`src/rtl/ikaopll_pg_multislot_if.sv`:
```
// Slot bus between the operator sequencer and the multislot phase generator.
// master: drives per-slot operator parameters and the debug read address.
// slave : returns operator phase/slot/valid and debug phase readback.
interface ikaopll_pg_multislot_if #(
  parameter int unsigned NUM_SLOTS = 18,
  parameter int unsigned FNUM_W    = 9,
  parameter int unsigned BLOCK_W   = 3,
  parameter int unsigned PHASE_W   = 19,
  parameter int unsigned OUT_W     = 10
);
  localparam int unsigned SLOT_W = $clog2(NUM_SLOTS);

  logic               i_SYNC;
  logic [FNUM_W-1:0]  i_FNUM;
  logic [BLOCK_W-1:0] i_BLOCK;
  logic [3:0]         i_MUL;
  logic               i_PM;
  logic [2:0]         i_PMVAL;
  logic               i_PHASE_RST;
  logic               i_HOLD;
  logic [SLOT_W-1:0]  i_RD_SLOT;
  logic [PHASE_W-1:0] o_RD_PHASE;
  logic [OUT_W-1:0]   o_OP_PHASE;
  logic [SLOT_W-1:0]  o_OP_SLOT;
  logic               o_OP_VALID;

  modport master (
    output i_SYNC, i_FNUM, i_BLOCK, i_MUL, i_PM, i_PMVAL, i_PHASE_RST, i_HOLD, i_RD_SLOT,
    input  o_RD_PHASE, o_OP_PHASE, o_OP_SLOT, o_OP_VALID
  );

  modport slave (
    input  i_SYNC, i_FNUM, i_BLOCK, i_MUL, i_PM, i_PMVAL, i_PHASE_RST, i_HOLD, i_RD_SLOT,
    output o_RD_PHASE, o_OP_PHASE, o_OP_SLOT, o_OP_VALID
  );
endinterface

```
`src/rtl/ikaopll_pg_multislot.sv`:
```
// Time-multiplexed FM phase generator: one accumulator per slot held in an
// indexed phase memory, with vibrato, block shift, MUL scaling, per-slot
// phase reset / hold and a combinational debug readback.
// Ports:
//   i_EMUCLK  master clock
//   i_RST     synchronous active-high reset (ignores i_CEN_n)
//   i_CEN_n   active-low clock enable, one slot per enabled cycle
//   bus       slot parameters in, operator phase/slot/valid and debug read out
module ikaopll_pg_multislot #(
  parameter int unsigned NUM_SLOTS = 18,
  parameter int unsigned FNUM_W    = 9,
  parameter int unsigned BLOCK_W   = 3,
  parameter int unsigned PHASE_W   = 19,
  parameter int unsigned OUT_W     = 10,
  parameter int unsigned MUL_MODE  = 0
) (
  input  logic                     i_EMUCLK,
  input  logic                     i_RST,
  input  logic                     i_CEN_n,
  ikaopll_pg_multislot_if.slave    bus
);
  localparam int unsigned SLOT_W = $clog2(NUM_SLOTS);
  localparam int unsigned MOD_W  = FNUM_W + 2;
  localparam int unsigned SH_W   = MOD_W + (1 << BLOCK_W);
  localparam int unsigned PROD_W = PHASE_W + 5;

  logic [PHASE_W-1:0] r_mem [NUM_SLOTS];

  logic [SLOT_W-1:0]  r_slot_cnt;
  logic               r_framed;

  logic               r1_valid, r1_hold, r1_prst;
  logic [SLOT_W-1:0]  r1_slot;
  logic [PHASE_W-1:0] r1_delta, r1_prev;
  logic [4:0]         r1_mul_x2;

  logic               r2_valid, r2_hold, r2_prst;
  logic [SLOT_W-1:0]  r2_slot;
  logic [PHASE_W-1:0] r2_prod, r2_prev;

  logic [SLOT_W-1:0]  w_cur_slot, w_next_cnt;
  logic               w_slot_vld;
  logic [2:0]         w_pm_mag;
  logic               w_pm_sign;
  logic [MOD_W-1:0]   w_base, w_modded;
  logic [SH_W-1:0]    w_shifted;
  logic [PHASE_W-1:0] w_delta, w_new;
  logic [4:0]         w_mul_x2;

  // Slot tagging: SYNC forces slot 0, otherwise the running counter.
  always_comb begin
    w_cur_slot = bus.i_SYNC ? '0 : r_slot_cnt;
    w_next_cnt = (w_cur_slot == SLOT_W'(NUM_SLOTS - 1)) ? '0 : w_cur_slot + SLOT_W'(1);
    w_slot_vld = bus.i_SYNC | r_framed;
  end

  // Vibrato offset derived from the top F-number bits.
  always_comb begin
    w_pm_mag  = '0;
    w_pm_sign = 1'b0;
    if (bus.i_PM) begin
      w_pm_sign = bus.i_PMVAL[2];
      case (bus.i_PMVAL[1:0])
        2'd0:    w_pm_mag = '0;
        2'd2:    w_pm_mag = bus.i_FNUM[FNUM_W-1 -: 3];
        default: w_pm_mag = {1'b0, bus.i_FNUM[FNUM_W-1 -: 2]};
      endcase
    end
  end

  // Modded F-number: add keeps carry, subtract wraps with MSB cleared.
  always_comb begin
    w_base = {1'b0, bus.i_FNUM, 1'b0};
    if (w_pm_sign)
      w_modded = {1'b0, w_base[MOD_W-2:0] - (MOD_W-1)'(w_pm_mag)};
    else
      w_modded = w_base + MOD_W'(w_pm_mag);
    w_shifted = SH_W'(w_modded) << bus.i_BLOCK;
    w_delta   = PHASE_W'(w_shifted >> 1);
  end

  // MUL code to twice the multiplier so the 0.5 entry stays integral.
  always_comb begin
    w_mul_x2 = {bus.i_MUL, 1'b0};
    if (bus.i_MUL == 4'd0) begin
      w_mul_x2 = 5'd1;
    end else if (MUL_MODE == 0) begin
      case (bus.i_MUL)
        4'd11:       w_mul_x2 = 5'd20;
        4'd13:       w_mul_x2 = 5'd24;
        4'd14, 4'd15: w_mul_x2 = 5'd30;
        default:     w_mul_x2 = {bus.i_MUL, 1'b0};
      endcase
    end
  end

  // Phase-reset takes priority over hold; prev is already zero in that case.
  always_comb begin
    if (r2_prst)
      w_new = r2_prod;
    else if (r2_hold)
      w_new = r2_prev;
    else
      w_new = r2_prev + r2_prod;
  end

  assign bus.o_RD_PHASE = ({1'b0, bus.i_RD_SLOT} < (SLOT_W+1)'(NUM_SLOTS)) ?
                          r_mem[bus.i_RD_SLOT] : '0;

  // Counter, three-stage pipeline, phase memory and output registers.
  always_ff @(posedge i_EMUCLK) begin
    if (i_RST) begin
      r_slot_cnt     <= '0;
      r_framed       <= 1'b0;
      r1_valid       <= 1'b0;
      r1_hold        <= 1'b0;
      r1_prst        <= 1'b0;
      r1_slot        <= '0;
      r1_delta       <= '0;
      r1_prev        <= '0;
      r1_mul_x2      <= '0;
      r2_valid       <= 1'b0;
      r2_hold        <= 1'b0;
      r2_prst        <= 1'b0;
      r2_slot        <= '0;
      r2_prod        <= '0;
      r2_prev        <= '0;
      bus.o_OP_PHASE <= '0;
      bus.o_OP_SLOT  <= '0;
      bus.o_OP_VALID <= 1'b0;
      for (int unsigned i = 0; i < NUM_SLOTS; i++) r_mem[SLOT_W'(i)] <= '0;
    end else if (!i_CEN_n) begin
      r_slot_cnt <= w_next_cnt;
      r_framed   <= r_framed | bus.i_SYNC;

      r1_valid  <= w_slot_vld;
      r1_slot   <= w_cur_slot;
      r1_delta  <= w_delta;
      r1_mul_x2 <= w_mul_x2;
      r1_prev   <= bus.i_PHASE_RST ? '0 : r_mem[w_cur_slot];
      r1_hold   <= bus.i_HOLD;
      r1_prst   <= bus.i_PHASE_RST;

      r2_valid <= r1_valid;
      r2_slot  <= r1_slot;
      r2_prod  <= PHASE_W'((PROD_W'(r1_delta) * PROD_W'(r1_mul_x2)) >> 1);
      r2_prev  <= r1_prev;
      r2_hold  <= r1_hold;
      r2_prst  <= r1_prst;

      bus.o_OP_VALID <= r2_valid;
      if (r2_valid) begin
        r_mem[r2_slot] <= w_new;
        bus.o_OP_PHASE <= w_new[PHASE_W-1 -: OUT_W];
        bus.o_OP_SLOT  <= r2_slot;
      end
    end
  end
endmodule
```
`src/flat_wrapper.sv`:
```
// flat-port wrapper written by rule: the top's interface ports become plain ports
module ikaopll_pg_multislot_flat 
#(
  parameter int unsigned NUM_SLOTS = 18,
  parameter int unsigned FNUM_W    = 9,
  parameter int unsigned BLOCK_W   = 3,
  parameter int unsigned PHASE_W   = 19,
  parameter int unsigned OUT_W     = 10,
  parameter int unsigned MUL_MODE  = 0
)
  (i_EMUCLK, i_RST, i_CEN_n, bus_i_SYNC, bus_i_FNUM, bus_i_BLOCK, bus_i_MUL, bus_i_PM, bus_i_PMVAL, bus_i_PHASE_RST, bus_i_HOLD, bus_i_RD_SLOT, bus_o_RD_PHASE, bus_o_OP_PHASE, bus_o_OP_SLOT, bus_o_OP_VALID);
  ikaopll_pg_multislot_if #(.NUM_SLOTS(NUM_SLOTS), .FNUM_W(FNUM_W), .BLOCK_W(BLOCK_W), .PHASE_W(PHASE_W), .OUT_W(OUT_W)) bus_i ();
  input  logic i_EMUCLK;
  input  logic i_RST;
  input  logic i_CEN_n;
  input wire logic [$bits(bus_i.i_SYNC)-1:0] bus_i_SYNC;
  input wire logic [$bits(bus_i.i_FNUM)-1:0] bus_i_FNUM;
  input wire logic [$bits(bus_i.i_BLOCK)-1:0] bus_i_BLOCK;
  input wire logic [$bits(bus_i.i_MUL)-1:0] bus_i_MUL;
  input wire logic [$bits(bus_i.i_PM)-1:0] bus_i_PM;
  input wire logic [$bits(bus_i.i_PMVAL)-1:0] bus_i_PMVAL;
  input wire logic [$bits(bus_i.i_PHASE_RST)-1:0] bus_i_PHASE_RST;
  input wire logic [$bits(bus_i.i_HOLD)-1:0] bus_i_HOLD;
  input wire logic [$bits(bus_i.i_RD_SLOT)-1:0] bus_i_RD_SLOT;
  output wire logic [$bits(bus_i.o_RD_PHASE)-1:0] bus_o_RD_PHASE;
  output wire logic [$bits(bus_i.o_OP_PHASE)-1:0] bus_o_OP_PHASE;
  output wire logic [$bits(bus_i.o_OP_SLOT)-1:0] bus_o_OP_SLOT;
  output wire logic [$bits(bus_i.o_OP_VALID)-1:0] bus_o_OP_VALID;
  assign bus_i.i_SYNC = bus_i_SYNC;
  assign bus_i.i_FNUM = bus_i_FNUM;
  assign bus_i.i_BLOCK = bus_i_BLOCK;
  assign bus_i.i_MUL = bus_i_MUL;
  assign bus_i.i_PM = bus_i_PM;
  assign bus_i.i_PMVAL = bus_i_PMVAL;
  assign bus_i.i_PHASE_RST = bus_i_PHASE_RST;
  assign bus_i.i_HOLD = bus_i_HOLD;
  assign bus_i.i_RD_SLOT = bus_i_RD_SLOT;
  assign bus_o_RD_PHASE = bus_i.o_RD_PHASE;
  assign bus_o_OP_PHASE = bus_i.o_OP_PHASE;
  assign bus_o_OP_SLOT = bus_i.o_OP_SLOT;
  assign bus_o_OP_VALID = bus_i.o_OP_VALID;
  ikaopll_pg_multislot #(.NUM_SLOTS(NUM_SLOTS), .FNUM_W(FNUM_W), .BLOCK_W(BLOCK_W), .PHASE_W(PHASE_W), .OUT_W(OUT_W), .MUL_MODE(MUL_MODE)) u_core (.i_EMUCLK(i_EMUCLK), .i_RST(i_RST), .i_CEN_n(i_CEN_n), .bus(bus_i));
endmodule
```
`config.mk`:
```
export PLATFORM = sky130hd
export DESIGN_NAME = ikaopll_pg_multislot_flat
export DESIGN_NICKNAME = d
export VERILOG_FILES = /design/src/rtl/ikaopll_pg_multislot_if.sv /design/src/rtl/ikaopll_pg_multislot.sv /design/src/flat_wrapper.sv
export SDC_FILE = /design/constraint.sdc
export NUM_CORES = 1
export LEC_CHECK = 0
export BUFFER_PORTS_ARGS = -buffer_cell sky130_fd_sc_hd__buf_2
export CORE_MARGIN = 1
export CORE_UTILIZATION = 53
export CTS_BUF_LIST = sky130_fd_sc_hd__clkbuf_8
export CTS_CLUSTER_DIAMETER = 40
export CTS_CLUSTER_SIZE = 24
export DETAILED_ROUTE_END_ITERATION = 8
export GPL_ROUTABILITY_DRIVEN = 0
export PLACE_DENSITY = 0.67
export SLEW_MARGIN = 20
export SYNTH_ARGS = -nofsm -noshare
export SYNTH_HDL_FRONTEND = slang
export SYNTH_SLANG_ARGS = --single-unit
export TNS_END_PERCENT = 10
```
`constraint.sdc`:
```
create_clock -name i_EMUCLK -period 7.8 [get_ports i_EMUCLK]
set_input_delay 1.17 -clock i_EMUCLK [delete_from_list [all_inputs] [get_ports i_EMUCLK]]
set_output_delay 1.17 -clock i_EMUCLK [all_outputs]
set_load 0.05 [all_outputs]
```
==> results.md, run 1 <==
- Pwr dens: 214 nW/um^2
- Syn Inst Count: 3074
- CP cell instances: buf_4 -> buf_4 -> mux4_2 -> mux4_2 -> inv_1 -> o22ai_1 -> buf_2
- Worst slew pin tran: 1.29 ns
- Ys Warns: 0
- Cts hold-fix bufs: 0
- Pleak: 14.9 nW
- CTS H-tree lvls: 3
- Max_slew headroom: 13.2%
- Largest net degree at the start of global routing: 86
- Worst setup SP type: input pin
- Row Count: 96
- Delay of the slowest critical-path stage: 0.69 ns
- Initial DRC Count: 3107
- Worst Skew: 0.0767 ns
- CP Capture Type: primary output
- Top cell type by total area after synthesis: edfxtp_1
- Worst min-delay path class: reg -> reg
- Number of CTS-inserted buffers: 108
- CTS tree: built
- PostCTS Resize Cnt: 0
- Io pins: 66
- Clk sinks: 724
- Wirelength per Cell: 27.3 um
- Post-synth EDFFs: 608
- Vias/cell: 6.51
- Most common cell in the netlist: edfxtp_1
- DRC: 0
- Total number of vias: 26766
- Leading post-synthesis cells by cell area: edfxtp_1 49%, mux4_2 7.1%, dfxtp_1 6.2%, mux2i_1 5.8%, nor2_1 5.3%
- Antenna violations before repair: 2
- Max-cap violations: 0
- Post-Synth Simple-Gate Area: 10.8%
- Die H: 267 um
- Die area: 71300 sq um
- Clock transition at path regs: 0.08 ns
- Peak supply drop: 167 uV
- Initial core utilization: 53.9%
- Highest clock rate: 185 MHz
- All-Layer GR Usage: 31.6%
- R2R Setup Slk: 2.81 ns
- Post-synth top cells: 608 x edfxtp_1, 529 x nor2_1, 217 x mux2i_1, 179 x clkbuf_1, 166 x nand2_1
- Pre-antenna DRT Iters: 6
- Port Buffers: 65
- Final Hold Vio Count: 0
- Crit path DAT: 4.24 ns
- Distinct cells, synth: 83
- First-pass GRT wire length: 165000 um
- Area Growth Syn to Fin: 10.4%
- Setup TNS: 0 ns
- Post-route antenna net violation count: 0
- Net count after synthesis: 3201
- Synthesized area per cell: 12.1 sq um
- DIE WIDTH: 267 um
- Vias in the first global route: 26355
- Hpwl dp: 72100 um
- Proportion of synthesized area in mux cells: 14.2%
- Clk Latency, worst-skew pair: 0.79 ns
- Post-CTS Setup Inserts: 0
- Share of flip-flops with an asynchronous set or reset: 0%
- DRT Wirelength: 112000 um
- CTS Root Cell: clkbuf_8
- Final Setup Violations: 0
- Fin. max-slew vios: 0
- Share of the synthesized area in the top cell type: 49.1%
- Nets: 3206
- #FFs+latches synth: 724
- Synth Area in Compound Gates: 10.6%
- Synth Area in XOR/XNOR: 0.824%
- Share of cells above drive strength 1: 18.2%
- Overflow after GRT: 0
- Fin crit period: 5.41 ns
- Ys flop type: edfxtp_1
- Status: complete, no violations
- Critical Path Fanout Max: 52
- WS Path Type: in -> out
- Slowest CP cell: buf_4
- RSZ-0062 raised after global routing: no
- Worst Path Required: 6.63 ns
- Clock buffer depth: 3
- Sequential share of the synthesized area: 55.3%
- Mapped Area: 37200 sq um
- Final period util: 69.3%
- Adder-cell share of the synthesized area: 4.18%
- Largest family of logic cells by synthesized area: multiplexers
- Hold_ws: 0.443 ns
- Core area: 69100 sq um
worst paths after layout:
| kind | start | to | cells after the start |
|---|---|---|---|
| worst min-delay path | u_core.bus.o_OP_PHASE[3] | u_core.bus.o_OP_PHASE[3] | 2 |
| worst max register to register | u_core.r_slot_cnt[0] | u_core.r1_prev[10] | 10 |
| worst max-delay path | bus_i_RD_SLOT[1] | bus_o_RD_PHASE[13] | 7 |
| worst min register to register | u_core.bus.o_OP_PHASE[3] | u_core.bus.o_OP_PHASE[3] | 2 |
metal layers:
metal | wire (um) | global-route usage [%] | vias up
li1 | - | - | 11467
met3 | 11000 | 5.74 | 330
met4 | 7410 | 19.1 | 0
met2 | 52600 | 50.3 | 1621
met5 | 0 | 0 | -
met1 | 41300 | 40.3 | 13348
state kept, by name, indices dropped and copies added, names as in the netlist, 5 cells and up:
| name | cells |
|---|---|
| u_core.r_mem | 608 |
| u_core.r1_prev | 19 |
| u_core.r2_prev | 19 |
| u_core.r2_prod | 19 |
| u_core.r1_delta | 17 |
| u_core.bus.o_OP_PHASE | 10 |
| u_core.bus.o_OP_SLOT | 5 |
| u_core.r1_mul_x2 | 5 |
| u_core.r1_slot | 5 |
| u_core.r2_slot | 5 |
| u_core.r_slot_cnt | 5 |
final cells by class:
| class | instances | area, sq um |
|---|---|---|
| Antenna cell | 3 | 7.51 |
| Clock inverter | 94 | 1120 |
| Tap cell | 931 | 1160 |
| Clock buffer | 112 | 1540 |
| Fill cell | 5480 | 28000 |
| Timing Repair Buffer | 142 | 937 |
| Inverter | 142 | 536 |
| Multi-Input combinational cell | 1961 | 15200 |
| Sequential cell | 724 | 20600 |
metrics by stage:
stage          total power [mW]  util, %  cells  setup slack (ns)  area, sq um
2_1_floorplan              4.85        -   3074              3.19        37200
3_3_place_gp               5.07     55.6   3899              2.02        38400
3_5_place_dp               5.09     55.6   3900              2.56        38400
4_1_cts                    8.79     59.5   4106              2.57        41100
5_1_grt                    9.00     59.5   4109              2.46        41100
6_report                   8.78     59.5   4109              2.39        41100
power by group:
| group | switching (mW) | internal, mW |
|---|---|---|
| sequential | 0.0759 | 4.24 |
| clock | 1.77 | 1.99 |
| combinational | 0.442 | 0.262 |
| total | 2.29 | 6.49 |
critical path, delay by kind of cell:
kind                   cells  cell delay [ns]
AO/OA/AOI/OAI              1             0.60
multiplexers               2             0.60
buffers and inverters      4             1.79
logic make-up (layout without fill, tap and decap cells):
group                      Yosys count  in the layout
DFF                                724            724
adders and majority gates           96             96
xor gates and xnor gates            35             35
buffers and inverters              389            490
muxes                              375            375
other                                0              3
AOI/OAI and AO/OA                  537            537
and+or+nand+nor                    918            918
cells in the final DEF, fill, tap and decap left out, types with 40 or more instances in the layout:
master | Yosys | final
buf_4 | 3 | 78
ha_1 | 49 | 49
inv_1 | 139 | 142
nor2_1 | 529 | 513
o21ai_0 | 45 | 44
a21oi_1 | 102 | 102
dfxtp_1 | 116 | 113
a221o_1 | 57 | 57
o22ai_1 | 82 | 82
nand2_1 | 166 | 164
buf_2 | 36 | 61
mux2i_1 | 217 | 217
mux4_2 | 118 | 118
fa_1 | 47 | 47
clkbuf_8 | 0 | 112
edfxtp_1 | 608 | 608
nor3_1 | 40 | 40
a211oi_1 | 46 | 46
and2_1 | 55 | 55
mux2_2 | 40 | 40
Power figures use the tool's default switching activity.
==> inputs of run 2 (changes only) <==
- ABC_AREA: not set -> 1
- clock period: 7.8 -> 5.42 ns (I/O delays scaled with it)
==> run 2 against run 1 <==
Critical path depth increased by 1. Die area increased by 3.5%. Final area rose by 2.2%. Clock skew decreased by 0.023 ns. Total power up 44%. Via count rose by 20%. First-iteration DRC count up 37%. Non-clock buffer count up 4. Utilization down 0.98 points. Final cell count increased by 32%. Clock-buffer cell count is 4 higher.
==> results.md, run 2 <==
- Worst slew pin tran: 1.18 ns (-0.104 ns)
- Pleak: 17.2 nW (+15%)
- Most common cell in the netlist: nand2_1
- Final Cell Area: 42000 sq um (+2.2%)
- Sw Pwr: 3.35 mW (+46%)
- Most frequent cells in the layout: 814 x nand2_1, 608 x edfxtp_1, 593 x a21oi_1, 539 x nor2_1, 429 x o21ai_0
- Share of flip-flops with an asynchronous set or reset: 0% (unchanged)
- Peak supply drop: 230 uV (+37%)
- Antenna violations before repair: 6 (+4)
- Worst min-delay path class: in -> reg
- Final period util: 78.1%
- Io pins: 66 (unchanged)
- Largest reg by FF count: u_core.r_mem
- Vias in the first global route: 30112 (+14%)
- Pre-antenna DRT Iters: 6 (unchanged)
- Pwr dens: 300 nW/um^2 (+41%)
- Sequential share of the synthesized area: 53.4% (-1.9 points)
- Worst Skew: 0.0542 ns (-0.0226 ns)
- CP Capture Type: primary output
- Setup WS post-layout: 1.19 ns (-1.20 ns)
- Max-cap violations: 0 (unchanged)
- Die area: 73800 sq um (+3.5%)
- Combinational share of power: 9.5% (+1.5 points)
- Switching power share of the total: 26.5% (+0.42 points)
- Net count after synthesis: 4545 (+42%)
- Clk pwr share: 41.1% (-1.7 points)
- Cells after DPL: 5201 (+33%)
- WS Path Type: in -> out
- Largest register FFs: 608 (unchanged)
- Hold_ws: 0.322 ns (-0.122 ns)
- Critical Path Fanout Max: 112 (+120%)
- Pint: 9.27 mW (+43%)
- Clk Latency, worst-skew pair: 0.76 ns (-0.03 ns)
- Initial core utilization: 53.7% (-0.18 points)
- Most common cell after layout, fill and taps aside: nand2_1
- Port Buffers: 65 (unchanged)
- Final Hold Vio Count: 0 (unchanged)
- Post-CTS Setup Inserts: 0 (unchanged)
- Distinct cells, synth: 51 (-39%)
- Placed Area: 39400 sq um (+2.6%)
- Row Count: 98 (+2.1%)
- Post-synth EDFFs: 608 (unchanged)
- Core area: 71700 sq um (+3.9%)
- CTS H-tree lvls: 3 (unchanged)
- Synth Area in XOR/XNOR: 0.637% (-0.19 points)
- DRC: 0 (unchanged)
- Syn Inst Count: 4418 (+44%)
- Vias/cell: 5.95 (-8.7%)
- Post-synth top cells: 818 x nand2_1, 608 x edfxtp_1, 593 x a21oi_1, 554 x nor2_1, 429 x o21ai_0
- PostCTS Resize Cnt: 0 (unchanged)
- All-Layer GR Usage: 32.5% (+0.97 points)
- Share of the synthesized area in the top cell type: 47.4% (-1.7 points)
- Post-Synth Simple-Gate Area: 18.3% (+7.5 points)
- DRT Wirelength: 121000 um (+8.1%)
- Clock transition at path regs: 0.07 ns (about the same)
- Area Growth Syn to Fin: 9.00%
- Sequential share of power: 49.3% (about the same)
- Clock buffer depth: 3 (unchanged)
- CTS tree: built
- Ys flop type: edfxtp_1
- Initial DRC Count: 4258 (+37%)
- Mapped Area: 38500 sq um (+3.5%)
- Fin crit period: 4.23 ns
- Worst Path Required: 4.61 ns (-2.02 ns)
- Clk sinks: 724 (unchanged)
- Proportion of synthesized area in mux cells: 0% (-14 points)
- Nets: 4487 (+40%)
- Worst setup SP type: input pin
- Crit path DAT: 3.42 ns (-0.82 ns)
- Number of CTS-inserted buffers: 107 (-0.93%)
- #FFs+latches synth: 724 (unchanged)
- FILL cells: 6292 (+15%)
- Highest clock rate: 236 MHz
- Top cell type by total area after synthesis: edfxtp_1
- First-pass GRT wire length: 182000 um (+10%)
- Post-route antenna net violation count: 0 (unchanged)
- Total number of vias: 32198 (+20%)
- Die H: 272 um (+1.7%)
- RSZ-0062 raised after global routing: no
- Synth Area in Compound Gates: 16.2% (+5.7 points)
- Hpwl dp: 75000 um (+4.0%)
- Wirelength per Cell: 22.4 um (-18%)
- Synthesized area per cell: 8.72 sq um (-28%)
- Ys Warns: 0 (unchanged)
- Status: complete, no violations
- Largest net degree at the start of global routing: 156 (+81%)
- Fin. max-slew vios: 0 (unchanged)
- Final std cells w/o fill: 5411 (+32%)
- Setup TNS: 0 ns (unchanged)
- Max_slew headroom: 21.0% (+7.9 points)
- Leading post-synthesis cells by cell area: edfxtp_1 47%, nand2_1 8.0%, a21oi_1 7.7%, dfxtp_1 6.0%, o21ai_0 5.6%
- Cts hold-fix bufs: 0 (unchanged)
- Adder-cell share of the synthesized area: 4.03% (-0.14 points)
- Largest family of logic cells by synthesized area: simple AND/OR/NAND/NOR gates
- DIE WIDTH: 272 um (+1.7%)
- Share of cells above drive strength 1: 9.67% (-8.5 points)
- Final Setup Violations: 0 (unchanged)
- Worst slack at placement: 1.32 ns (-1.24 ns)
- CTS Root Cell: clkbuf_8
- Overflow after GRT: 0 (unchanged)
## run 2: cell count changes after synthesis, sizes merged, moves of 54 or more
cell   previous run  this run
and2             55         1
nand2           168       839
o22ai            83         0
mux4            118         0
mux2i           217         0
a21oi           103       596
inv             142       364
a221o            57         0
nand3             8       258
buf              68       173
o21ai            49       439
## run 2: cells by family (layout without fill, tap and decap cells)
logic type	Yosys count	after routing
compound gates	1173	1173
xor+xnor	28	28
fa+ha+maj	96	96
buf+inv	680	717
flops	724	724
other cells	0	6
simple gates	1717	1717
## run 2: power by group through the flow
stage                     Sequential (mW)  Combinational, mW  Clock, mW
after detailed placement             6.34               1.17          0
final                                6.23               1.20       5.19
after floorplan                      6.31              0.798          0
after CTS                            6.22               1.17       5.23
after global routing                 6.24               1.30       5.45
after global placement               6.34               1.16          0
## run 2: path summary, 6_finish.rpt
kind	to	slack (ns)	start	cells after the start
max	bus_o_RD_PHASE[1]	1.19	bus_i_RD_SLOT[0]	8
min	u_core.r1_hold	0.32	bus_i_HOLD	3
max reg2reg	u_core.r2_prod[17]	1.29	u_core.r1_mul_x2[3]	15
min reg2reg	u_core.bus.o_OP_PHASE[2]	0.45	u_core.bus.o_OP_PHASE[2]	2
## run 2: layout make-up
class                   instances  area, sq um  share of cell area (%)
diodes                          6         15.0                  0.0358
repair buffers                146         1080                    2.56
flip-flops and latches        724        20600                    49.0
well taps                     950         1190                    2.83
inverters                     367         1390                    3.30
clock buffers                 116         1600                    3.80
multi-input cells            3014        15200                    36.2
clock inverters                88          946                    2.25
## run 2: metal layers
layer  track usage, %  share of wire (%)  up-vias
met3             6.62                 11      299
li1                 -                  -    14888
met2             51.2                 46     1774
met1             43.1                 39    15235
met4             15.6                4.8        2
met5                0             0.0082        -
## run 2: through the flow
| stage | power (mW) | util (%) |
|---|---|---|
| final | 12.6 | 58.5 |
| after global routing | 13.0 | 58.5 |
| after CTS | 12.6 | 58.5 |
| after detailed placement | 7.51 | 54.9 |
| after global placement | 7.50 | 54.9 |
| after floorplan | 7.11 | - |
## run 2: critical path, stage by stage
cell      delay (ns)
clkbuf_8        0.54
inv_2           0.51
nor2_1          0.20
o21ai_0         0.10
o211ai_1        0.61
nand3_1         0.16
a22o_1          0.22
buf_2           0.21
